`config.mk`:
```
export PLATFORM = sky130hd
export DESIGN_NAME = bus_cmd_arbiter
export DESIGN_NICKNAME = d
export VERILOG_FILES = /design/src/rtl/bus_cmd_arbiter.sv
export SDC_FILE = /design/constraint.sdc
export NUM_CORES = 1
export LEC_CHECK = 0
export CORE_ASPECT_RATIO = 0.8
export CORE_MARGIN = 10
export CORE_UTILIZATION = 40
export CTS_BUF_LIST = sky130_fd_sc_hd__clkbuf_4
export DETAILED_ROUTE_END_ITERATION = 8
export PLACE_DENSITY = 0.91
export SKIP_LAST_GASP = 1
export SLEW_MARGIN = 0
export SYNTH_ARGS = -nofsm -noshare
export SYNTH_HDL_FRONTEND = slang
export SYNTH_SLANG_ARGS = --single-unit
```
`constraint.sdc`:
```
create_clock -name clk -period 4.4 [get_ports clk]
set_input_delay 0.88 -clock clk [delete_from_list [all_inputs] [get_ports clk]]
set_output_delay 0.88 -clock clk [all_outputs]
set_load 0.05 [all_outputs]
```
`src/rtl/bus_cmd_arbiter.sv`:
```
// Round-robin command arbiter/sequencer sharing one tagged request/response bus.
// Optional WAIT timeout with ERROR completion is enabled by defining BUS_CMD_ARB_TIMEOUT_EN.
module bus_cmd_arbiter #(
  parameter int NUM_REQ = 4,
  parameter int ADDR_W  = 8,
  parameter int DATA_W  = 32,
  parameter int ID_W    = 4,
  parameter int TIMEOUT = 16
) (
  input  logic                      clk,
  input  logic                      rst_n,
  input  logic [NUM_REQ-1:0]        req_valid,
  output logic [NUM_REQ-1:0]        req_ready,
  input  logic [NUM_REQ*3-1:0]      req_cmd,
  input  logic [NUM_REQ*ADDR_W-1:0] req_addr,
  input  logic [NUM_REQ*DATA_W-1:0] req_wdata,
  output logic [NUM_REQ-1:0]        rsp_valid,
  output logic [DATA_W-1:0]         rsp_rdata,
  output logic                      rsp_err,
  output logic                      bus_req_valid,
  input  logic                      bus_req_ready,
  output logic [2:0]                bus_cmd,
  output logic [ADDR_W-1:0]         bus_addr,
  output logic [DATA_W-1:0]         bus_wdata,
  output logic [ID_W-1:0]           bus_id,
  input  logic                      bus_rsp_valid,
  input  logic [ID_W-1:0]           bus_rsp_id,
  input  logic [DATA_W-1:0]         bus_rsp_data,
  output logic [1:0]                state,
  output logic                      busy
);

  localparam int PTR_W = (NUM_REQ > 1) ? $clog2(NUM_REQ) : 1;

  typedef enum logic [1:0] {
    ST_IDLE   = 2'b00,
    ST_ACTIVE = 2'b01,
    ST_WAIT   = 2'b10,
    ST_ERROR  = 2'b11
  } state_t;

  state_t              state_q, state_d;
  logic [PTR_W-1:0]    ptr_q, ptr_d;
  logic [PTR_W-1:0]    owner_q, owner_d;
  logic [ID_W-1:0]     id_q, id_d;
  logic [2:0]          bus_cmd_q, bus_cmd_d;
  logic [ADDR_W-1:0]   bus_addr_q, bus_addr_d;
  logic [DATA_W-1:0]   bus_wdata_q, bus_wdata_d;
  logic [ID_W-1:0]     bus_id_q, bus_id_d;
  logic                bus_req_valid_q;
  logic [NUM_REQ-1:0]  rsp_valid_q, rsp_valid_d;
  logic [DATA_W-1:0]   rsp_rdata_q, rsp_rdata_d;
  logic                busy_q;

  logic                found_s;
  logic [PTR_W-1:0]    win_s;
  logic [NUM_REQ-1:0]  grant_s;
  logic                rsp_match_s;

  logic [2:0]          cmd_arr_s   [NUM_REQ];
  logic [ADDR_W-1:0]   addr_arr_s  [NUM_REQ];
  logic [DATA_W-1:0]   wdata_arr_s [NUM_REQ];

`ifdef BUS_CMD_ARB_TIMEOUT_EN
  localparam int CNT_W = $clog2(TIMEOUT + 1);
  logic [CNT_W-1:0]    cnt_q, cnt_d;
  logic                rsp_err_q, rsp_err_d;
`endif

  for (genvar g = 0; g < NUM_REQ; g++) begin : g_unpack
    assign cmd_arr_s[g]   = req_cmd[3*g +: 3];
    assign addr_arr_s[g]  = req_addr[ADDR_W*g +: ADDR_W];
    assign wdata_arr_s[g] = req_wdata[DATA_W*g +: DATA_W];
  end

  // Round-robin search starting at ptr_q, wrapping past the top requester.
  always_comb begin
    int idx_v;
    found_s = 1'b0;
    win_s   = '0;
    idx_v   = 0;
    for (int i = 0; i < NUM_REQ; i++) begin
      idx_v = (int'(ptr_q) + i) % NUM_REQ;
      if (!found_s && req_valid[PTR_W'(idx_v)]) begin
        found_s = 1'b1;
        win_s   = PTR_W'(idx_v);
      end else begin
        found_s = found_s;
      end
    end
  end

  // One-hot accept, offered only while idle.
  always_comb begin
    grant_s = '0;
    if (state_q == ST_IDLE) begin
      grant_s[win_s] = found_s;
    end else begin
      grant_s = '0;
    end
  end

  assign rsp_match_s = bus_rsp_valid && (bus_rsp_id == bus_id_q);

  // Next-state and registered-output decode.
  always_comb begin
    state_d     = state_q;
    ptr_d       = ptr_q;
    owner_d     = owner_q;
    id_d        = id_q;
    bus_cmd_d   = bus_cmd_q;
    bus_addr_d  = bus_addr_q;
    bus_wdata_d = bus_wdata_q;
    bus_id_d    = bus_id_q;
    rsp_valid_d = '0;
    rsp_rdata_d = '0;
`ifdef BUS_CMD_ARB_TIMEOUT_EN
    cnt_d       = cnt_q;
    rsp_err_d   = 1'b0;
`endif
    case (state_q)
      ST_IDLE: begin
        if (found_s) begin
          bus_cmd_d   = cmd_arr_s[win_s];
          bus_addr_d  = addr_arr_s[win_s];
          bus_wdata_d = wdata_arr_s[win_s];
          bus_id_d    = id_q;
          id_d        = id_q + ID_W'(1);
          owner_d     = win_s;
          ptr_d       = (win_s == PTR_W'(NUM_REQ - 1)) ? '0 : win_s + PTR_W'(1);
          state_d     = ST_ACTIVE;
        end else begin
          state_d = ST_IDLE;
        end
      end
      ST_ACTIVE: begin
        if (bus_req_valid_q && bus_req_ready) begin
          state_d = ST_WAIT;
`ifdef BUS_CMD_ARB_TIMEOUT_EN
          cnt_d   = '0;
`endif
        end else begin
          state_d = ST_ACTIVE;
        end
      end
      ST_WAIT: begin
        if (rsp_match_s) begin
          rsp_valid_d[owner_q] = 1'b1;
          rsp_rdata_d          = bus_rsp_data;
          state_d              = ST_IDLE;
`ifdef BUS_CMD_ARB_TIMEOUT_EN
        end else if (cnt_q == CNT_W'(TIMEOUT - 1)) begin
          // A response in the final counted cycle is taken above, so it beats the timeout.
          state_d = ST_ERROR;
        end else begin
          cnt_d = cnt_q + CNT_W'(1);
        end
`else
        end else begin
          state_d = ST_WAIT;
        end
`endif
      end
      ST_ERROR: begin
`ifdef BUS_CMD_ARB_TIMEOUT_EN
        rsp_valid_d[owner_q] = 1'b1;
        rsp_err_d            = 1'b1;
`endif
        state_d = ST_IDLE;
      end
      default: begin
        state_d = ST_IDLE;
      end
    endcase
  end

  // State and output registers.
  always_ff @(posedge clk or negedge rst_n) begin
    if (!rst_n) begin
      state_q         <= ST_IDLE;
      ptr_q           <= '0;
      owner_q         <= '0;
      id_q            <= '0;
      bus_cmd_q       <= 3'b000;
      bus_addr_q      <= '0;
      bus_wdata_q     <= '0;
      bus_id_q        <= '0;
      bus_req_valid_q <= 1'b0;
      rsp_valid_q     <= '0;
      rsp_rdata_q     <= '0;
      busy_q          <= 1'b0;
    end else begin
      state_q         <= state_d;
      ptr_q           <= ptr_d;
      owner_q         <= owner_d;
      id_q            <= id_d;
      bus_cmd_q       <= bus_cmd_d;
      bus_addr_q      <= bus_addr_d;
      bus_wdata_q     <= bus_wdata_d;
      bus_id_q        <= bus_id_d;
      bus_req_valid_q <= (state_d == ST_ACTIVE);
      rsp_valid_q     <= rsp_valid_d;
      rsp_rdata_q     <= rsp_rdata_d;
      busy_q          <= (state_d != ST_IDLE);
    end
  end

`ifdef BUS_CMD_ARB_TIMEOUT_EN
  // WAIT-cycle counter and error flag.
  always_ff @(posedge clk or negedge rst_n) begin
    if (!rst_n) begin
      cnt_q     <= '0;
      rsp_err_q <= 1'b0;
    end else begin
      cnt_q     <= cnt_d;
      rsp_err_q <= rsp_err_d;
    end
  end
  assign rsp_err = rsp_err_q;
`else
  assign rsp_err = 1'b0;
`endif

  assign req_ready     = grant_s;
  assign rsp_valid     = rsp_valid_q;
  assign rsp_rdata     = rsp_rdata_q;
  assign bus_req_valid = bus_req_valid_q;
  assign bus_cmd       = bus_cmd_q;
  assign bus_addr      = bus_addr_q;
  assign bus_wdata     = bus_wdata_q;
  assign bus_id        = bus_id_q;
  assign state         = state_q;
  assign busy          = busy_q;

endmodule

```
After elaboration in Yosys (flattened, before gate mapping) --
Index checks and enable logic that the tools add are counted.
Storage, ports and cells: register bits after elaboration 95, bits of input ports 216, output and inout port bits 92, word-level logic and storage cells 90
Operators by class: $add $sub $neg 5, magnitude comparators 9, equality and inequality tests 6, muxes and demuxes 43, bitwise operators 2, reduce and logical (&&, ||, !) cells 13
Operator list (count):
- $mux W32 | 4
- $bmux W32 S2 | 1
- $bmux W8 S2 | 1
- $lt A2 B4 Y1 const B | 4
- $mux W8 | 2
- $mux W1 | 15
- $mux W2 | 7
- $mux W4 | 3
- $bmux W1 S2 | 4
- $pmux W2 S4 | 1
- $logic_and A1 B1 Y1 | 7
- $bmux W3 S2 | 1
- $eq A2 B2 Y1 const B | 3
- $lt A2 B3 Y1 const B | 2
- $mux W3 | 2
- $add A2 B1 Y2 const B | 2
- $add A2 B2 Y2 const B | 2
- $add A4 B1 Y4 const B | 1
- $and A4 B4 Y4 | 1
- $demux W1 S2 | 2
- $eq A2 B1 Y1 const B | 2
- $eq A4 B4 Y1 | 1
- $ge A2 B1 Y1 const B | 2
- $ge A3 B3 Y1 const B | 1
- 5 further kinds | 7

Depth between registers and ports, before layout --
Gate-level depths: netlist of the first run.
depth in word-level cells 19, depth in mapped cells 10, gate-level depth less buffers 7

Least setup slack after synthesis of the first run --
Ideal clock, no wire load.
path kind in2out, start point input req_valid[1], end point output req_ready[2], arrival time 2.774 ns, data required time 3.520 ns, slack 0.746 ns, stages 7, path buffers 3, path through or2_1 o211ai_2 buf_6 buf_6 buf_8 inv_2 nor3_1
On the way: word-level cells in the longest chain between the ends 19, elaborated cells between the ends (all ways) 33, classes of those cells order compare (2); mux (23); bitwise (1); reduce/logical (7)
Ends and longest elaborated chain:
- start: declaration | RTL line 12 | input logic [NUM_REQ-1:0] req_valid,
- $bmux W1 S2 | RTL line 84 | if (!found_s && req_valid[PTR_W'(idx_v)]) begin
- $mux W1 (not written as such) (2 in series) | RTL line 84
- $mux W1 | RTL line 84
- $logic_not A1 Y1 | RTL line 84
- $logic_and A1 B1 Y1 | RTL line 84
- $mux W1 | RTL line 84
- $logic_not A1 Y1 | RTL line 84
- $logic_and A1 B1 Y1 | RTL line 84
- (+2 left out)
- $logic_and A1 B1 Y1 | RTL line 84
- $mux W2 | RTL line 84
- $lt A2 B3 Y1 (not written as such) or $ge A2 B1 Y1 (tied branches) | RTL line 97 | grant_s[win_s] = found_s;
- $logic_and A1 B1 Y1 (not written as such) | RTL line 97
- $mux W1 (not written as such) | RTL line 97
- $demux W1 S2 | RTL line 97
- $and A4 B4 Y4 (no line) (*)
- $mux W4 (*) | RTL line 96 | if (state_q == ST_IDLE) begin
- end: declaration | RTL line 13 | output logic [NUM_REQ-1:0] req_ready,
Every way passes the cells marked *; elsewhere a longest branch is shown, timed or not. The select of a mux whose other input is x is not followed.

Final worst setup path of the first run --
start point input req_valid[1], end point output req_ready[1]
Same word-level chain as after synthesis.

==> results of run 1 <==
[through the flow]
step / worst slack, ps / cell area (um2) / cells / hold slack, ps
floorplan: 746 / 4600 / 403 / 445
finish: 908 / 7900 / 847 / 502
detailed placement: 936 / 7760 / 830 / 472
CTS: 918 / 7890 / 846 / 501
global placement: 959 / 7760 / 830 / 466
global route: 745 / 7900 / 847 / 515
[power by group through the flow]
stage	logic, uW	registers (uW)	clock network (uW)
2_1_floorplan	1030	2110	0
3_3_place_gp	2690	1340	0
3_5_place_dp	2760	1350	0
4_1_cts	2760	1340	470
5_1_grt	2900	1370	502
6_report	2730	1340	448
[critical path: cells and delay by family]
family | cells | cell delay (ps)
and+or+nand+nor | 5 | 830
buffers and inverters | 3 | 900
[cell type report]
| class | instances | area, um2 | share of cell area |
|---|---|---|---|
| Antenna cell | 1 | 2.50 | 0.000317 |
| Timing Repair Buffer | 312 | 3160 | 0.400 |
| Sequential cell | 95 | 2380 | 0.301 |
| Multi-Input combinational cell | 276 | 2040 | 0.258 |
| Clock buffer | 9 | 67.6 | 0.00856 |
| Clock inverter | 7 | 62.6 | 0.00792 |
| Tap cell | 144 | 180 | 0.0228 |
| Inverter | 3 | 11.3 | 0.00143 |
[cells in the mapped netlist, drive strengths merged, types with 3 or more instances]
| master | number |
|---|---|
| and2 | 33 |
| nand2 | 70 |
| buf | 26 |
| nor2 | 3 |
| clkbuf | 3 |
| dfrtp | 95 |
| nor3 | 3 |
| o221ai | 43 |
| o21ai | 6 |
| inv | 3 |
| mux2i | 86 |
| xnor2 | 7 |
| nor2b | 3 |
[worst min path at each step]
stage | end | slack (ps) | cells past startpoint
2_1_floorplan | id_q[3] | 450 | 1
3_3_place_gp | id_q[3] | 470 | 1
3_5_place_dp | bus_wdata[28] | 470 | 2
4_1_cts | rsp_valid[1] | 500 | 1
5_1_grt | id_q[3] | 520 | 1
6_report | id_q[3] | 500 | 1
[routing by layer]
metal  global-route usage  vias to the layer above
met1                0.211                     2082
met5                    0                        -
met4               0.0707                        0
li1                     -                     2033
met3               0.0797                       23
met2                0.372                      194
[logic make-up after synthesis]
kind of cell | count (synthesis) | share of synthesized area
flops | 95 | 0.517
mux | 86 | 0.187
xor+xnor | 7 | 0.0133
simple gates | 123 | 0.129
compound gates | 57 | 0.104
buf+inv | 32 | 0.0424
fa+ha+maj | 2 | 0.00544
other cells | 1 | 0.000816
[flip-flops by register name, summed over array words and instances (netlist names)]
name / cells
bus_wdata: 32
rsp_rdata: 32
bus_addr: 8
bus_id: 4
id_q: 4
rsp_valid: 4
bus_cmd: 3
owner_q: 2
ptr_q: 2
state: 2
bus_req_valid: 1
busy: 1
==> metrics.cfg, run 1 <==
[run_status]
status=finished, final reports clean

[setup_path]
cp_max_fo=11
crit_type=primary input to primary output
cpPeakStageDelay_ps=520
cp_common_cell=nor3_1
cp_data_required_time_ps=3520
startpoint_type=primary input
ff2ff_path_depth=6
worstPathArrival_ps=2610
cp-startpoint=req_valid[1]
r2r-start=ptr_q[0]
r2r_setup_slack_ps=2250
endpoint=req_ready[1]
worst_path_max_delay_cell=clkdlybuf4s50_1
end_kind=primary output
worstPathCellList=clkdlybuf4s50_1 > or2_1 > nor3_1 > nor3_1 > buf_4 > nand2_1 > nor2_1 > buf_12
r2r-end=bus_addr[2]

[synth]
yosys.area.top_type=dfrtp_1
ys_seq_elements=95
synth_top_area_frac=0.517
synthCells=403
netlist_area_um2=4600
yosysWarnings=0
synth_nets=621
yosysSeqAreaShare=0.517
synthFlopType=dfrtp_1
async_flop_share=1.00
ys_types=38
syn_avg_cell_area_um2=11.4
synth_edf_count=0
yosys-top-cells-area=dfrtp_1 52%, mux2i_1 19%, o221ai_1 8.2%, nand2_1 5.6%, and2_1 4.5%

[floorplanning]
std_cell_rows=34
coreArea_um2=11100
start_util=0.416
io_pins=308
die_w_um=140
die_h_um=116
dieArea_um2=16200

[final_layout]
nets=915
final_common_cell=clkdlybuf4s50_1
area_growth_pct=71.7
drive_gt1_frac=0.0470
final_core_util=0.714
fillers=766
layout_common_cells=301 x clkdlybuf4s50_1, 95 x dfrtp_1, 86 x mux2i_1, 69 x nand2_1, 43 x o221ai_1

[drt]
routed-via-count=4332
highest_layer=met4
drtAntennaViolNets=0
wl_met2_mm=9.22
post_drt_wl_per_cell_um=20.5
wl_met1_mm=6.24
vias_per_cell=5.11
drt_iter0_markers=173
dr_wl_met3_mm=1.45
wirelength_mm=17.3
first_pass_iters=4
drc_errors=0

[timing]
maxSlewHeadroom=0.399
maxSlewViolCount=0
timing.fmax_ghz=0.286
min_period_ps=3490
finClkSkew_ps=23.5
grt_setup_unrepaired=no
setup-tns-final_ps=0
period_share=0.794
setup_viol=0
hold_viol=0
worst_pin_slew_ps=898

[pwr]
pwr-share-comb=0.604
irDropWorstVdd_uv=408
p_per_area_nw_per_um2=572
power.leakage_uw=0.00356
swShare=0.484
power.switching_uw=2180
p_clk_frac=0.099
intPower_uw=2330
p_total_uw=4510
power_frac_seq=0.296

[clock_network]
htreeDepth=3
path_clk_slew_ps=140
clock-sinks=95
ctsResizeCount=0
cts_root_buffer=clkbuf_4
clkLatencyLatePin_ps=440
cts_buffers=9
cts_tree=yes
cts.path.max_buffers=2
cts_setup_buffers=0
cts_hold_buf=0

[grt]
grt-ovfl-total=0
grt_usage=0.204
antenna_found_initial=1
grt_pass1_wl_mm=26.3
grt_max_degree=88
grt_pass1_vias=4745

[place]
io_buffers=306
dpl.hpwl_mm=14.0
routabilityCongestion=0.885

[flow_run]
cap_violations=0

[worst_hold_path]
min_from=id_q[3]
worstHoldPathType=flop to flop

(Power assumes the default switching activity.)
==> run 2: changes to the inputs <==
CORE_UTILIZATION = 37   (was 40)
PLACE_DENSITY = 0.85   (was 0.91)
clock period = 3.4 ns   (was 4.4 ns; I/O delays follow)
==> run 2 against run 1 <==
  * Clock power up 52%
  * Sequential cell count unchanged
  * Count of clock-buffer cells in the layout unchanged
  * Highest routed layer unchanged
==> metrics.cfg, run 2 (same netlist as run 1, synthesis figures left out) <==
[worst_hold_path]
min_path_cells=1
worstHoldPathType=flop to flop
min_from=id_q[3]
whs_endpoint=id_q[3]

[floorplanning]
start_util=0.378
die_w_um=145
die_h_um=120
std_cell_rows=36
coreArea_um2=12200
dieArea_um2=17300
io_pins=308

[timing]
setup-tns-final_ps=0
grt_setup_unrepaired=no
setup_ws_ps=314
timing.fmax_ghz=0.324
finClkSkew_ps=12.5
maxSlewViolCount=0
period_share=0.908
min_period_ps=3090
maxSlewHeadroom=0.586
setup_viol=0
hold_viol=0
worst_pin_slew_ps=622

[clock_network]
clock-sinks=95
clkLatencyLatePin_ps=430
path_clk_slew_ps=160
cts_root_buffer=clkbuf_4
cts_tree=yes
htreeDepth=3
cts_buffers=9
cts.path.max_buffers=2

[setup_path]
ff2ff_path_depth=6
r2r-start=ptr_q[0]
r2r-end=bus_wdata[16]
worstPathArrival_ps=2410
cp_max_fo=4
end_kind=primary output
cp_data_required_time_ps=2720
r2r_setup_slack_ps=1300
crit_type=primary input to primary output
startpoint_type=primary input

[drt]
drc_errors=0
routed-via-count=4381
dr_wl_met3_mm=1.56
wirelength_mm=17.9
wl_met2_mm=9.59
wl_met1_mm=6.18
first_pass_iters=4
drt_iter0_markers=238
highest_layer=met4
drtAntennaViolNets=0
post_drt_wl_per_cell_um=20.9
vias_per_cell=5.10

[grt]
grt_max_degree=91
grt_usage=0.204
antenna_found_initial=1
grt_pass1_vias=4913
grt_pass1_wl_mm=27.6
grt-ovfl-total=0

[final_layout]
drive_gt1_frac=0.0524
final_common_cell=clkdlybuf4s50_1
nets=919
ff_latch_area_um2=2380
area_growth_pct=73.7
multiInputGateArea_um2=2040
fillers=929
layout_common_cells=301 x clkdlybuf4s50_1, 95 x dfrtp_1, 86 x mux2i_1, 69 x nand2_1, 43 x o221ai_1

[pwr]
power.leakage_uw=0.00361
irDropWorstVdd_uv=476
p_per_area_nw_per_um2=748
p_total_uw=5970

[place]
routabilityCongestion=0.882
preCtsSetupSlack_ps=334
dpl.hpwl_mm=14.5
io_buffers=306

[run_status]
status=finished, final reports clean

[flow_run]
cap_violations=0

==> run 2: metrics by stage <==
step / utilization / hold slack [ps] / cell area, um2 / std cells
floorplan: - / 384 / 4600 / 403
global placement: 0.642 / 463 / 7810 / 841
finish: 0.657 / 485 / 7990 / 859
detailed placement: 0.642 / 467 / 7810 / 841
global route: 0.657 / 523 / 7990 / 859
CTS: 0.657 / 489 / 7990 / 858
==> run 2: how the worst max path moves through the flow <==
| stage | start | end | slack [ps] | cells past startpoint |
|---|---|---|---|---|
| 2_1_floorplan | req_valid[1] | req_ready[2] | 150 | 7 |
| 3_3_place_gp | req_valid[1] | req_ready[2] | 380 | 6 |
| 3_5_place_dp | req_valid[1] | req_ready[2] | 330 | 6 |
| 4_1_cts | req_valid[1] | req_ready[2] | 320 | 6 |
| 5_1_grt | req_valid[0] | req_ready[3] | 190 | 8 |
| 6_report | req_valid[1] | req_ready[2] | 310 | 6 |
==> run 2: where the power goes <==
group	internal, uW	total [uW]	switching, uW
clock network	250	683	433
logic	1390	3570	2180
registers	1480	1720	244
==> run 2: repair_timing <==
action,4_1_cts,5_1_grt
resized for setup,0,0
buffers inserted,0,0
hold endpoints to repair,5,0
hold buffers,1,0
==> run 2: layout make-up <==
class,count,area share
Tap cell,152,0.0238
Clock inverter,7,0.0125
Multi-Input combinational cell,276,0.255
Timing Repair Buffer,316,0.401
Antenna cell,1,0.000313
Clock buffer,9,0.00846
Sequential cell,95,0.298
Inverter,3,0.00141
==> run 2: per-layer routing <==
metal	vias to the layer above	track usage
met5	-	0
met4	0	0.0757
met3	36	0.0757
met2	190	0.364
met1	2111	0.213
li1	2044	-
==> run 2: critical path, stage by stage <==
cell and delay, ps:
clkdlybuf4s50_1 530, or2_1 220, nor3_1 80, or3_2 430, nor3_1 290, buf_12 190
==> run 3: changes to the inputs <==
ABC_CLOCK_PERIOD_IN_PS = 3400   (was unset)
==> results of run 3 <==
Final layout, timing and power as in run 2 (identical DEF).
